[src/rtl/reg_op_sequencer_pkg.sv]
// Shared definitions for the register-operation sequencer and the 4-bit
// register stage it drives: op codes, FSM state encoding, command layout.
package reg_op_sequencer_pkg;

    localparam logic [1:0] OP_HOLD  = 2'b00;
    localparam logic [1:0] OP_CLEAR = 2'b01;
    localparam logic [1:0] OP_COMP  = 2'b10;
    localparam logic [1:0] OP_LOAD  = 2'b11;

    typedef enum logic {
        ST_IDLE  = 1'b0,
        ST_ISSUE = 1'b1
    } state_t;

    typedef struct packed {
        logic [1:0] op;
        logic [3:0] data;
        logic [1:0] rpt;
    } cmd_t;

    localparam int CMD_W = $bits(cmd_t);

    // Parallel data presented downstream: only a load carries its payload.
    function automatic logic [3:0] issue_data(input cmd_t c);
        return (c.op == OP_LOAD) ? c.data : 4'b0000;
    endfunction

endpackage

[src/rtl/reg_op_sequencer_cmd_fifo.sv]
// Command FIFO: DEPTH entries (power of two), wrapping pointers, occupancy
// count, head visible combinationally so the sequencer can pop and use it
// in the same cycle. Flush empties the FIFO and overrides push/pop.
module cmd_fifo #(
    parameter int DEPTH = 4,
    parameter int WIDTH = 8
) (
    input  logic                     clk,
    input  logic                     rstn,
    input  logic                     push,
    input  logic                     pop,
    input  logic                     flush,
    input  logic [WIDTH-1:0]         wdata,
    output logic [WIDTH-1:0]         rdata,
    output logic [$clog2(DEPTH):0]   level,
    output logic                     full,
    output logic                     empty
);

    localparam int AW    = $clog2(DEPTH);
    localparam int LVL_W = AW + 1;

    logic [WIDTH-1:0] mem [DEPTH];
    logic [AW-1:0]    wr_ptr_reg;
    logic [AW-1:0]    rd_ptr_reg;
    logic [AW:0]      level_reg;
    logic             do_push;
    logic             do_pop;

    assign full    = (level_reg == LVL_W'(DEPTH));
    assign empty   = (level_reg == '0);
    assign do_push = push && !full && !flush;
    assign do_pop  = pop && !empty && !flush;
    assign rdata   = mem[rd_ptr_reg];
    assign level   = level_reg;

    // Storage write; contents need no reset since level gates every read.
    always_ff @(posedge clk) begin
        if (do_push) begin
            mem[wr_ptr_reg] <= wdata;
        end
    end

    // Pointer and occupancy bookkeeping; pointers wrap naturally at DEPTH.
    always_ff @(posedge clk or negedge rstn) begin
        if (!rstn) begin
            wr_ptr_reg <= '0;
            rd_ptr_reg <= '0;
            level_reg  <= '0;
        end else if (flush) begin
            wr_ptr_reg <= '0;
            rd_ptr_reg <= '0;
            level_reg  <= '0;
        end else begin
            if (do_push) wr_ptr_reg <= wr_ptr_reg + 1'b1;
            if (do_pop)  rd_ptr_reg <= rd_ptr_reg + 1'b1;
            case ({do_push, do_pop})
                2'b10:   level_reg <= level_reg + 1'b1;
                2'b01:   level_reg <= level_reg - 1'b1;
                default: level_reg <= level_reg;
            endcase
        end
    end

endmodule

[src/rtl/reg_op_sequencer.sv]
// Queues register-operation commands and issues each one to the downstream
// 4-bit register stage for rpt+1 cycles, back-to-back with no idle gaps.
module reg_op_sequencer
    import reg_op_sequencer_pkg::*;
#(
    parameter int DEPTH = 4
) (
    input  logic                   clk,
    input  logic                   rstn,
    input  logic                   cmd_valid,
    output logic                   cmd_ready,
    input  logic [1:0]             cmd_op,
    input  logic [3:0]             cmd_data,
    input  logic [1:0]             cmd_rpt,
    input  logic                   flush,
    output logic [1:0]             S,
    output logic [3:0]             I,
    output logic                   busy,
    output logic                   done,
    output logic [$clog2(DEPTH):0] level
);

    state_t           state_reg, state_next;
    logic [1:0]       cnt_reg, cnt_next;
    logic [1:0]       s_reg, s_next;
    logic [3:0]       i_reg, i_next;
    logic             busy_reg, busy_next;
    logic             done_reg, done_next;
    logic             load_head;
    logic             pop;
    logic             push;
    logic             fifo_full;
    logic             fifo_empty;
    logic [CMD_W-1:0] head_bits;
    cmd_t             head_cmd;
    cmd_t             wr_cmd;

    assign cmd_ready = !fifo_full && !flush;
    assign push      = cmd_valid && cmd_ready;
    assign wr_cmd    = '{op: cmd_op, data: cmd_data, rpt: cmd_rpt};
    assign head_cmd  = cmd_t'(head_bits);

    cmd_fifo #(
        .DEPTH (DEPTH),
        .WIDTH (CMD_W)
    ) u_cmd_fifo (
        .clk   (clk),
        .rstn  (rstn),
        .push  (push),
        .pop   (pop),
        .flush (flush),
        .wdata (wr_cmd),
        .rdata (head_bits),
        .level (level),
        .full  (fifo_full),
        .empty (fifo_empty)
    );

    // Next state and next registered outputs; a final issue cycle chains
    // straight into the next queued command when one is waiting.
    always_comb begin
        state_next = state_reg;
        cnt_next   = cnt_reg;
        s_next     = s_reg;
        i_next     = i_reg;
        busy_next  = busy_reg;
        done_next  = 1'b0;
        load_head  = 1'b0;
        pop        = 1'b0;
        if (flush) begin
            state_next = ST_IDLE;
            cnt_next   = 2'd0;
            s_next     = OP_HOLD;
            i_next     = 4'b0000;
            busy_next  = 1'b0;
        end else begin
            case (state_reg)
                ST_IDLE: begin
                    if (!fifo_empty) load_head = 1'b1;
                end
                ST_ISSUE: begin
                    if (cnt_reg != 2'd0) begin
                        cnt_next  = cnt_reg - 2'd1;
                        done_next = (cnt_reg == 2'd1);
                    end else if (!fifo_empty) begin
                        load_head = 1'b1;
                    end else begin
                        state_next = ST_IDLE;
                        s_next     = OP_HOLD;
                        i_next     = 4'b0000;
                        busy_next  = 1'b0;
                    end
                end
                default: state_next = ST_IDLE;
            endcase
            if (load_head) begin
                pop        = 1'b1;
                state_next = ST_ISSUE;
                s_next     = head_cmd.op;
                i_next     = issue_data(head_cmd);
                cnt_next   = head_cmd.rpt;
                busy_next  = 1'b1;
                done_next  = (head_cmd.rpt == 2'd0);
            end
        end
    end

    // State, repeat counter and output registers.
    always_ff @(posedge clk or negedge rstn) begin
        if (!rstn) begin
            state_reg <= ST_IDLE;
            cnt_reg   <= 2'd0;
            s_reg     <= OP_HOLD;
            i_reg     <= 4'b0000;
            busy_reg  <= 1'b0;
            done_reg  <= 1'b0;
        end else begin
            state_reg <= state_next;
            cnt_reg   <= cnt_next;
            s_reg     <= s_next;
            i_reg     <= i_next;
            busy_reg  <= busy_next;
            done_reg  <= done_next;
        end
    end

    assign S    = s_reg;
    assign I    = i_reg;
    assign busy = busy_reg;
    assign done = done_reg;

endmodule

[config.mk]
export PLATFORM = sky130hd
export DESIGN_NAME = reg_op_sequencer
export DESIGN_NICKNAME = d
export VERILOG_FILES = /design/src/rtl/reg_op_sequencer_pkg.sv /design/src/rtl/reg_op_sequencer_cmd_fifo.sv /design/src/rtl/reg_op_sequencer.sv
export SDC_FILE = /design/constraint.sdc
export NUM_CORES = 1
export LEC_CHECK = 0
export CAP_MARGIN = 0
export CORE_UTILIZATION = 45
export CTS_BUF_LIST = sky130_fd_sc_hd__clkbuf_8
export DETAILED_ROUTE_END_ITERATION = 12
export PLACE_DENSITY = 0.73
export SYNTH_ARGS = -nofsm -noshare
export SYNTH_HDL_FRONTEND = slang
export SYNTH_SLANG_ARGS = --single-unit
[constraint.sdc]
create_clock -name clk -period 2.9 [get_ports clk]
set_input_delay 0.58 -clock clk [delete_from_list [all_inputs] [get_ports clk]]
set_output_delay 0.58 -clock clk [all_outputs]
set_load 0.005 [all_outputs]
[Word-level counts from Yosys, hierarchy flattened]
Memories as Yosys holds them, arrays and structs flattened.
Index checks and enable logic that the tools add are counted.
Word-level totals
  memories kept: 1
  memory bits (writable): 32
  bits of input ports: 12
  flip-flop bits (word level): 18
  word-level logic and storage cells: 84
Cells by class
  muxes and demuxes: 42
  reductions and logical operators: 20
  $add $sub $neg: 5
  equality and inequality tests: 6
  bitwise operators: 1
Memories
  u_cmd_fifo.mem: depth 4, width 8, read ports 1, clocked after memory_dff 0, wr ports 1, RTL line reg_op_sequencer_cmd_fifo.sv:23  | logic [WIDTH-1:0] mem [DEPTH];
Operators by type and width (number)
  $mux W2: 13
  $mux W4: 6
  $mux W1: 20
  $reduce_bool A3 Y1: 4
  $logic_and A1 B1 Y1: 6
  $pmux W3 S2: 1
  $reduce_bool A2 Y1: 3
  $add A2 B1 Y2 const B: 2
  $eq A2 B1 Y1 const B: 2
  $eq A2 B2 Y1 const B: 2
  $add A3 B1 Y3 const B: 1
  $eq A3 B3 Y1 const B: 1
  $logic_not A1 Y1: 3
  $logic_not A3 Y1: 1
  $mux W3: 1
  $ne A3 B2 Y1 const B: 1
  $reduce_and A3 Y1: 1
  $sub A3 B1 Y3 const B: 1
  $logic_not A2 Y1: 1
  $pmux W1 S2: 1
  $reduce_and A2 Y1: 1
  $sub A2 B1 Y2 const B: 1
  $not A1 Y1: 1

[Logic depth before layout (Yosys ltp)]
Gate-level depths: netlist of the first run.
  depth in word-level cells: 12
  depth in mapped cells: 9

[By module]
A second synthesis of the first run with hierarchy kept.
Unflattened totals
  cell total of the unflattened synthesis: 158
  area, all modules: 2275.9 sq um
Modules (own cells, without submodules)
  cmd_fifo: cells each 107, instances 1, area each 1726.7 sq um
  reg_op_sequencer: cells each 51, instances 1, area each 549.3 sq um

[Worst setup path after synthesis of the first run]
Ideal clock, no wire load.
  path kind: input port to flip-flop
  start: input port flush
  end: register u_cmd_fifo.level_reg[2] (netlist: u_cmd_fifo.level[2])
  stages on the path: 7
  setup slack: 0.285 ns
  arrival: 2.490 ns
  required time: 2.775 ns
  cell sequence: clkbuf_1 > clkbuf_1 > nor3_1 > fa_1 > or3_1 > mux2_2 > mux2_4
Between the ends
  cells in the longest elaborated chain, start to end: 8
  elaborated cells between the ends (all ways): 13
Ends and longest elaborated chain
  start, declared: RTL line reg_op_sequencer.sv:15  | input logic flush,
  $logic_not A1 Y1: RTL line reg_op_sequencer_cmd_fifo.sv:32, reg_op_sequencer_cmd_fifo.sv:33, reg_op_sequencer.sv:38
  $logic_and A1 B1 Y1: RTL line reg_op_sequencer.sv:38  | assign cmd_ready = !fifo_full && !flush;
  $logic_and A1 B1 Y1: RTL line reg_op_sequencer.sv:39  | assign push = cmd_valid && cmd_ready;
  $logic_and A1 B1 Y1 (2 in series): RTL line reg_op_sequencer_cmd_fifo.sv:32  | assign do_push = push && !full && !flush;
  $eq A2 B1 Y1 / $eq A2 B2 Y1 (equally long branches): RTL line reg_op_sequencer_cmd_fifo.sv:57  | case ({do_push, do_pop})
  $pmux W3 S2: RTL line reg_op_sequencer_cmd_fifo.sv:57
  $mux W3: RTL line reg_op_sequencer_cmd_fifo.sv:50  | end else if (flush) begin
  end signal, assigned: RTL line reg_op_sequencer_cmd_fifo.sv:58  | 2'b10: level_reg <= level_reg + 1'b1;
  end signal, assigned: RTL line reg_op_sequencer_cmd_fifo.sv:59  | 2'b01: level_reg <= level_reg - 1'b1;
  end signal, assigned: RTL line reg_op_sequencer_cmd_fifo.sv:60  | default: level_reg <= level_reg;
  end, declared: RTL line reg_op_sequencer_cmd_fifo.sv:26  | logic [AW:0] level_reg;
Parallel ways exist; a longest one is shown, timed or not.
A chain may end at the register's enable or synchronous reset.

[Worst setup path in the final report of the first run]
  start: register cnt_reg[0]
  end: register u_cmd_fifo.level_reg[2] (netlist: u_cmd_fifo.level[2])
Between the ends
  cells in the longest elaborated chain, start to end: 11
  elaborated cells between the ends (all ways): 13
Ends and longest elaborated chain
  start, declared: RTL line reg_op_sequencer.sv:24  | logic [1:0] cnt_reg, cnt_next;
  start signal, assigned: RTL line reg_op_sequencer.sv:119  | cnt_reg <= cnt_next;
  $reduce_bool A2 Y1 (*): RTL line reg_op_sequencer.sv:82  | if (cnt_reg != 2'd0) begin
  $mux W1 (*): RTL line reg_op_sequencer.sv:82
  $pmux W1 S2 (*): RTL line reg_op_sequencer.sv:77  | case (state_reg)
  $mux W1 (*): RTL line reg_op_sequencer.sv:70  | if (flush) begin
  $mux W1 (*): RTL line reg_op_sequencer.sv:96  | if (load_head) begin
  $mux W1 (*): RTL line reg_op_sequencer.sv:70
  $logic_and A1 B1 Y1 (*) (2 in series): RTL line reg_op_sequencer_cmd_fifo.sv:33  | assign do_pop = pop && !empty && !flush;
  $eq A2 B1 Y1 / $eq A2 B2 Y1 (equally long branches): RTL line reg_op_sequencer_cmd_fifo.sv:57
  $pmux W3 S2: RTL line reg_op_sequencer_cmd_fifo.sv:57
  $mux W3: RTL line reg_op_sequencer_cmd_fifo.sv:50
Every way passes the cells marked *; elsewhere a longest branch is shown, timed or not. The select of a mux whose other input is x is not followed.

==> results_dict.tcl, run 1 <==
set metrics [dict create \
    via_per_inst 5.523 \
    relSlewSlack 0.4348 \
    start_kind "flip-flop" \
    area_delta_synth_final_pct 17.38 \
    cts_sinks 50 \
    die_width_um 71.28 \
    clockRootBuffer "clkbuf_8" \
    first_global_vias 1308 \
    synthesis.nets 153 \
    fin_worst_skew_ns 0.004332 \
    fin_nets 182 \
    timing.final.crit_share 0.9392 \
    leakage_nw 0.9533 \
    fin_crit_ns 2.724 \
    post_cts_buffers 0 \
    start_util 0.4827 \
    coreArea_mm2 0.004474 \
    synth_top_area_frac 0.4450 \
    ctsHtreeMaxLevel 2 \
    max_stage_delay_ns 0.39 \
    grt_antenna_before_repair 0 \
    cts_tree "built" \
    setup_viol 0 \
    finalSetupTns_ns 0 \
    final_hold_viol_count 0 \
    r2r_cells 9 \
    yosysSeqAreaShare 0.6535 \
    ys_ff_latch 50 \
    finalMaxSlewViolations 0 \
    chipHeight_um 71.28 \
    synthTopCellsByArea "edfxtp_1 44%, dfrtp_1 21%, mux4_2 8.3%, ha_1 3.5%, a32o_1 1.9%" \
    ctsHoldBuffers 0 \
    avgRoutedWirePerCell_um 17.94 \
    insertion_delay_ns 0.29 \
    syn_inst 134 \
    numCtsBuffers 5 \
    drv_cap 0 \
    syn_area_mm2 0.002160 \
    yosysWarnings 0 \
    diodes 0 \
    crit_required_ns 3.08 \
    hold_path_class "reg2reg" \
    drive_above_1_share 0.1707 \
    place_worst_setup_slack_ns 0.07704 \
    critical_path_class "reg2reg" \
    syn_avg_cell_area_um2 16.12 \
    grt_pass1_wl_um 6520 \
    power_density_mw_per_mm2 792.8 \
    clkTransAtPathRegs_ns 0.08 \
    drc 1 \
    vias 1193 \
    grt-ovfl-total 0 \
    synth_top_area_cell "edfxtp_1" \
    ir_worst_vdd_mv 0.4293 \
    status "complete, but fails checks" \
    rsz0062_at_grt "no" \
    hpwlAfterDp_um 2751 \
    fill_cells 359 \
    portBuffers 23 \
    antenna_left 0 \
    cts_resized 0 \
    cp-end-kind "flip-flop" \
    rows 24 \
    io-pin-count 24 \
    drtIter0Drc 71 \
    first_pass_iters 8 \
    grt_max_degree 20 \
    fmax_ghz 0.3672 \
    dieArea_mm2 0.005080 \
    largest_register_ffs 32 \
    cp_cell_sequence "inv_1, ha_1, or2b_1, nand2_1, nor3_1, fa_1, or3_1, mux2_2, mux2_4" \
    violations "design-rule violations" \
    final_common_cell "edfxtp_1" \
    worstMarginPinSlew_ns 0.8452 \
    grt_usage 0.1790 \
    wl_um 3874 \
    place_congestion 0.7868 \
    fin_ws_ns 0.1765 \
    path_max_fanout 5 \
    cp.arrival_ns 2.91 \
    cts_buffer_depth 2 \
    layout_common_cells "32 x edfxtp_1, 23 x clkdlybuf4s50_1, 18 x dfrtp_1, 9 x nor2_1, 8 x mux4_2" \
    slowest_stage "dfrtp_1" \
    synth.distinct_cells 38 \
    hold_path_depth 1 \
]
==> synthesized netlist by cell type <==
cell type	count
mux4_2	8
nor2b_1	2
buf_6	1
xor2_1	1
buf_2	1
a21o_1	1
o31ai_1	1
nand3_1	2
inv_1	4
nor2b_4	1
mux2_2	2
nor4_1	1
nand2_1	7
a21oi_1	3
or3_1	2
nor2_1	9
a31oi_1	2
xnor2_1	1
edfxtp_1	32
a22o_1	1
o21ai_0	2
buf_4	1
mux2i_1	1
dfrtp_1	18
and2_1	4
a32o_1	4
nor3_1	1
a221oi_1	1
ha_1	6
and2b_1	1
clkbuf_1	2
xnor2_2	1
mux2_4	2
nand2b_1	2
nor3_2	1
fa_1	1
or2b_1	1
nor3b_2	3
==> final timing paths <==
check,startpoint,endpoint,slack (ns)
setup / recovery,cnt_reg[0],u_cmd_fifo.level[2],0.18
setup reg to reg,cnt_reg[0],u_cmd_fifo.level[2],0.18
max in group asynchronous,rstn,I[1],1.61
min in group asynchronous,rstn,busy,0.77
hold / removal,I[0],I[0],0.52
hold reg to reg,I[0],I[0],0.52
==> cells by family (layout without fill, tap and decap cells) <==
family,Yosys count,count (layout),synth area share
xor+xnor,3,3,0.01565
simple gates,37,37,0.1020
mux,13,13,0.1124
compound gates,15,15,0.05099
flops,50,50,0.6535
fa+ha+maj,7,7,0.04403
buf+inv,9,39,0.02143
==> power breakdown <==
part	switching, mW	internal (mW)	leakage (nW)
logic	0.299	0.364	0.376
registers	0.111	0.866	0.531
clock network	0.207	0.163	0.0468
==> cell type report <==
type | instances | area, um2 | share of cell area
multi-input cells | 75 | 701.9 | 0.2769
clock buffers | 5 | 68.82 | 0.02715
well taps | 52 | 65.06 | 0.02567
clock inverters | 3 | 12.51 | 0.004936
flip-flops and latches | 50 | 1411 | 0.5568
inverters | 4 | 15.01 | 0.005923
repair buffers | 27 | 260.3 | 0.1027
==> critical path: cells and delay by family (launching register included) <==
family	cells	cell delay (ns)
DFF	1	0.39
adders and majority gates	2	0.62
buffers and inverters	1	0.07
and+or+nand+nor	4	0.96
muxes	2	0.58
==> metal layers <==
layer,track usage,vias up,share of wire
met2,0.3175,31,0.52
li1,-,558,-
met1,0.2117,602,0.44
met4,0.06000,0,0.0052
met3,0.04782,2,0.040
met5,0,-,0
==> stage by stage <==
stage	cells	hold slack, ns	utilization	power (mW)	cell area, um2
3_3_place_gp	208	0.4986	0.5484	1.627	2454
6_report	216	0.5232	0.5666	2.010	2535
2_1_floorplan	134	0.2844	-	1.417	2160
4_1_cts	216	0.5244	0.5666	2.033	2535
3_5_place_dp	208	0.4939	0.5484	1.664	2454
5_1_grt	216	0.5308	0.5666	2.137	2535
No activity file was read; power rests on OpenSTA's default activity.
==> run 2, diff against run 1 <==
Settings changed: CORE_UTILIZATION 45 to 55, PLACE_DENSITY 0.73 to 0.85.
==> run 2 against run 1 <==
The flow now finishes without violations. Sequential cell count is the same. Sequential share of layout area decreased by 0.082 points. Clock power rose by 6.5%. Combinational power up 2%. Utilization rose by 12 points. Routed wire length fell by 6.8%. Die area is 18% lower. Register-to-register slack is essentially flat. Via count is 1.8% higher. Count of clock-buffer cells in the layout unchanged. Cell count down 1.9%. Global-route usage rose by 1.7 points.
==> results_dict.tcl, run 2 (synthesis gave the netlist of run 1 again) <==
set metrics [dict create \
    critical_path_class "reg2reg" \
    rsz0062_at_grt "no" \
    grt_usage 0.1960 \
    design_area_mm2 0.002539 \
    clockRootBuffer "clkbuf_8" \
    crit_required_ns 3.09 \
    final_common_cell "edfxtp_1" \
    avgRoutedWirePerCell_um 17.02 \
    clkPwrFrac 0.193 \
    start_kind "flip-flop" \
    first_pass_iters 4 \
    worstMarginPinSlew_ns 0.7818 \
    power_frac_seq 0.474 \
    final_hold_viol_count 0 \
    grt_max_degree 20 \
    timing.final.crit_share 0.9376 \
    wl_um 3609 \
    cts_sinks 50 \
    largest_register_ffs 32 \
    drc 0 \
    cts_tree "built" \
    antenna_left 0 \
    final_core_util 0.6832 \
    fill_cells 250 \
    grt-ovfl-total 0 \
    p_int_mw 1.400 \
    multi_input_area_um2 701.9 \
    fin_crit_ns 2.719 \
    rows 22 \
    clkTransAtPathRegs_ns 0.09 \
    diodes 0 \
    portBuffers 23 \
    area_delta_synth_final_pct 17.55 \
    io-pin-count 24 \
    regArea_mm2 0.001411 \
    path_max_fanout 5 \
    die_width_um 64.66 \
    numCtsBuffers 5 \
    cts_resized 0 \
    start_util 0.5811 \
    fin_worst_skew_ns 0.005563 \
    ir_worst_vdd_mv 0.4226 \
    first_global_vias 1233 \
    cp.arrival_ns 2.91 \
    fin_nets 182 \
    place_worst_setup_slack_ns 0.09678 \
    ctsHoldBuffers 0 \
    insertion_delay_ns 0.29 \
    setup_viol 0 \
    hpwlAfterDp_um 2543 \
    grt_antenna_before_repair 0 \
    placed_area_mm2 0.002449 \
    hold_path_class "reg2reg" \
    coreArea_mm2 0.003716 \
    place_congestion 0.8290 \
    total_power_mw 2.034 \
    drv_cap 0 \
    grt_pass1_wl_um 5968 \
    finalSetupTns_ns 0 \
    switching_power_uw 633.7 \
    status "complete, no violations" \
    chipHeight_um 64.66 \
    fmax_ghz 0.3678 \
    layout_common_cells "32 x edfxtp_1, 23 x clkdlybuf4s50_1, 18 x dfrtp_1, 9 x nor2_1, 8 x mux4_2" \
    drive_above_1_share 0.1829 \
    power_density_mw_per_mm2 801.1 \
    vias 1214 \
    combPwrFrac 0.333 \
    via_per_inst 5.726 \
    reg2reg_slack_ns 0.18 \
    ctsHtreeMaxLevel 2 \
    post_cts_buffers 0 \
    relSlewSlack 0.4772 \
    cts_buffer_depth 2 \
    dieArea_mm2 0.004181 \
    netSwitchingFraction 0.3116 \
    finalMaxSlewViolations 0 \
    fin_ws_ns 0.1811 \
    drtIter0Drc 77 \
    cp-end-kind "flip-flop" \
    leakage_nw 0.9506 \
]
run 2: per-stage QoR:
stage,cells,hold slack (ns)
global route,212,0.5247
floorplan,134,0.2844
finish,212,0.4918
global placement,204,0.4602
CTS,212,0.4982
detailed placement,204,0.4782
run 2: layer usage:
| metal | global-route usage | wire (um) | vias up | share of wire |
|---|---|---|---|---|
| met5 | 0 | 0 | - | 0 |
| met4 | 0.06111 | 25 | 0 | 0.0069 |
| met2 | 0.3355 | 1947 | 23 | 0.54 |
| met3 | 0.03697 | 106 | 4 | 0.029 |
| met1 | 0.2540 | 1530 | 627 | 0.42 |
| li1 | - | - | 560 | - |
run 2: area by class of cell:
type | count | area share
inverter | 4 | 0.005914
sequential | 50 | 0.5559
multi-input combinational | 75 | 0.2765
tap | 48 | 0.02366
clock inverter | 3 | 0.008379
timing repair buffer | 27 | 0.1025
clock buffer | 5 | 0.02711
run 2: worst paths after layout:
path,startpoint,end,cells past startpoint
setup / recovery,cnt_reg[0],u_cmd_fifo.level[2],9
max in group asynchronous,rstn,u_cmd_fifo.wr_ptr_reg[0],1
hold reg to reg,S[1],S[1],1
min in group asynchronous,rstn,u_cmd_fifo.level[1],1
setup reg to reg,cnt_reg[0],u_cmd_fifo.level[2],9
hold / removal,S[1],S[1],1
run 2: critical path: stages (launching register included):
cell     delay, ns
dfrtp_1       0.40
inv_1         0.08
ha_1          0.25
or2b_1        0.29
nand2_1       0.19
nor3_1        0.08
fa_1          0.38
or3_1         0.37
mux2_2        0.28
mux2_4        0.29
run 2: power by group through the flow:
stage / combinational (mW) / clock, mW / sequential (mW)
floorplan: 0.474 / 0 / 0.944
global placement: 0.635 / 0 / 0.974
detailed placement: 0.672 / 0 / 0.984
CTS: 0.682 / 0.398 / 0.968
global route: 0.740 / 0.423 / 0.985
finish: 0.676 / 0.393 / 0.964
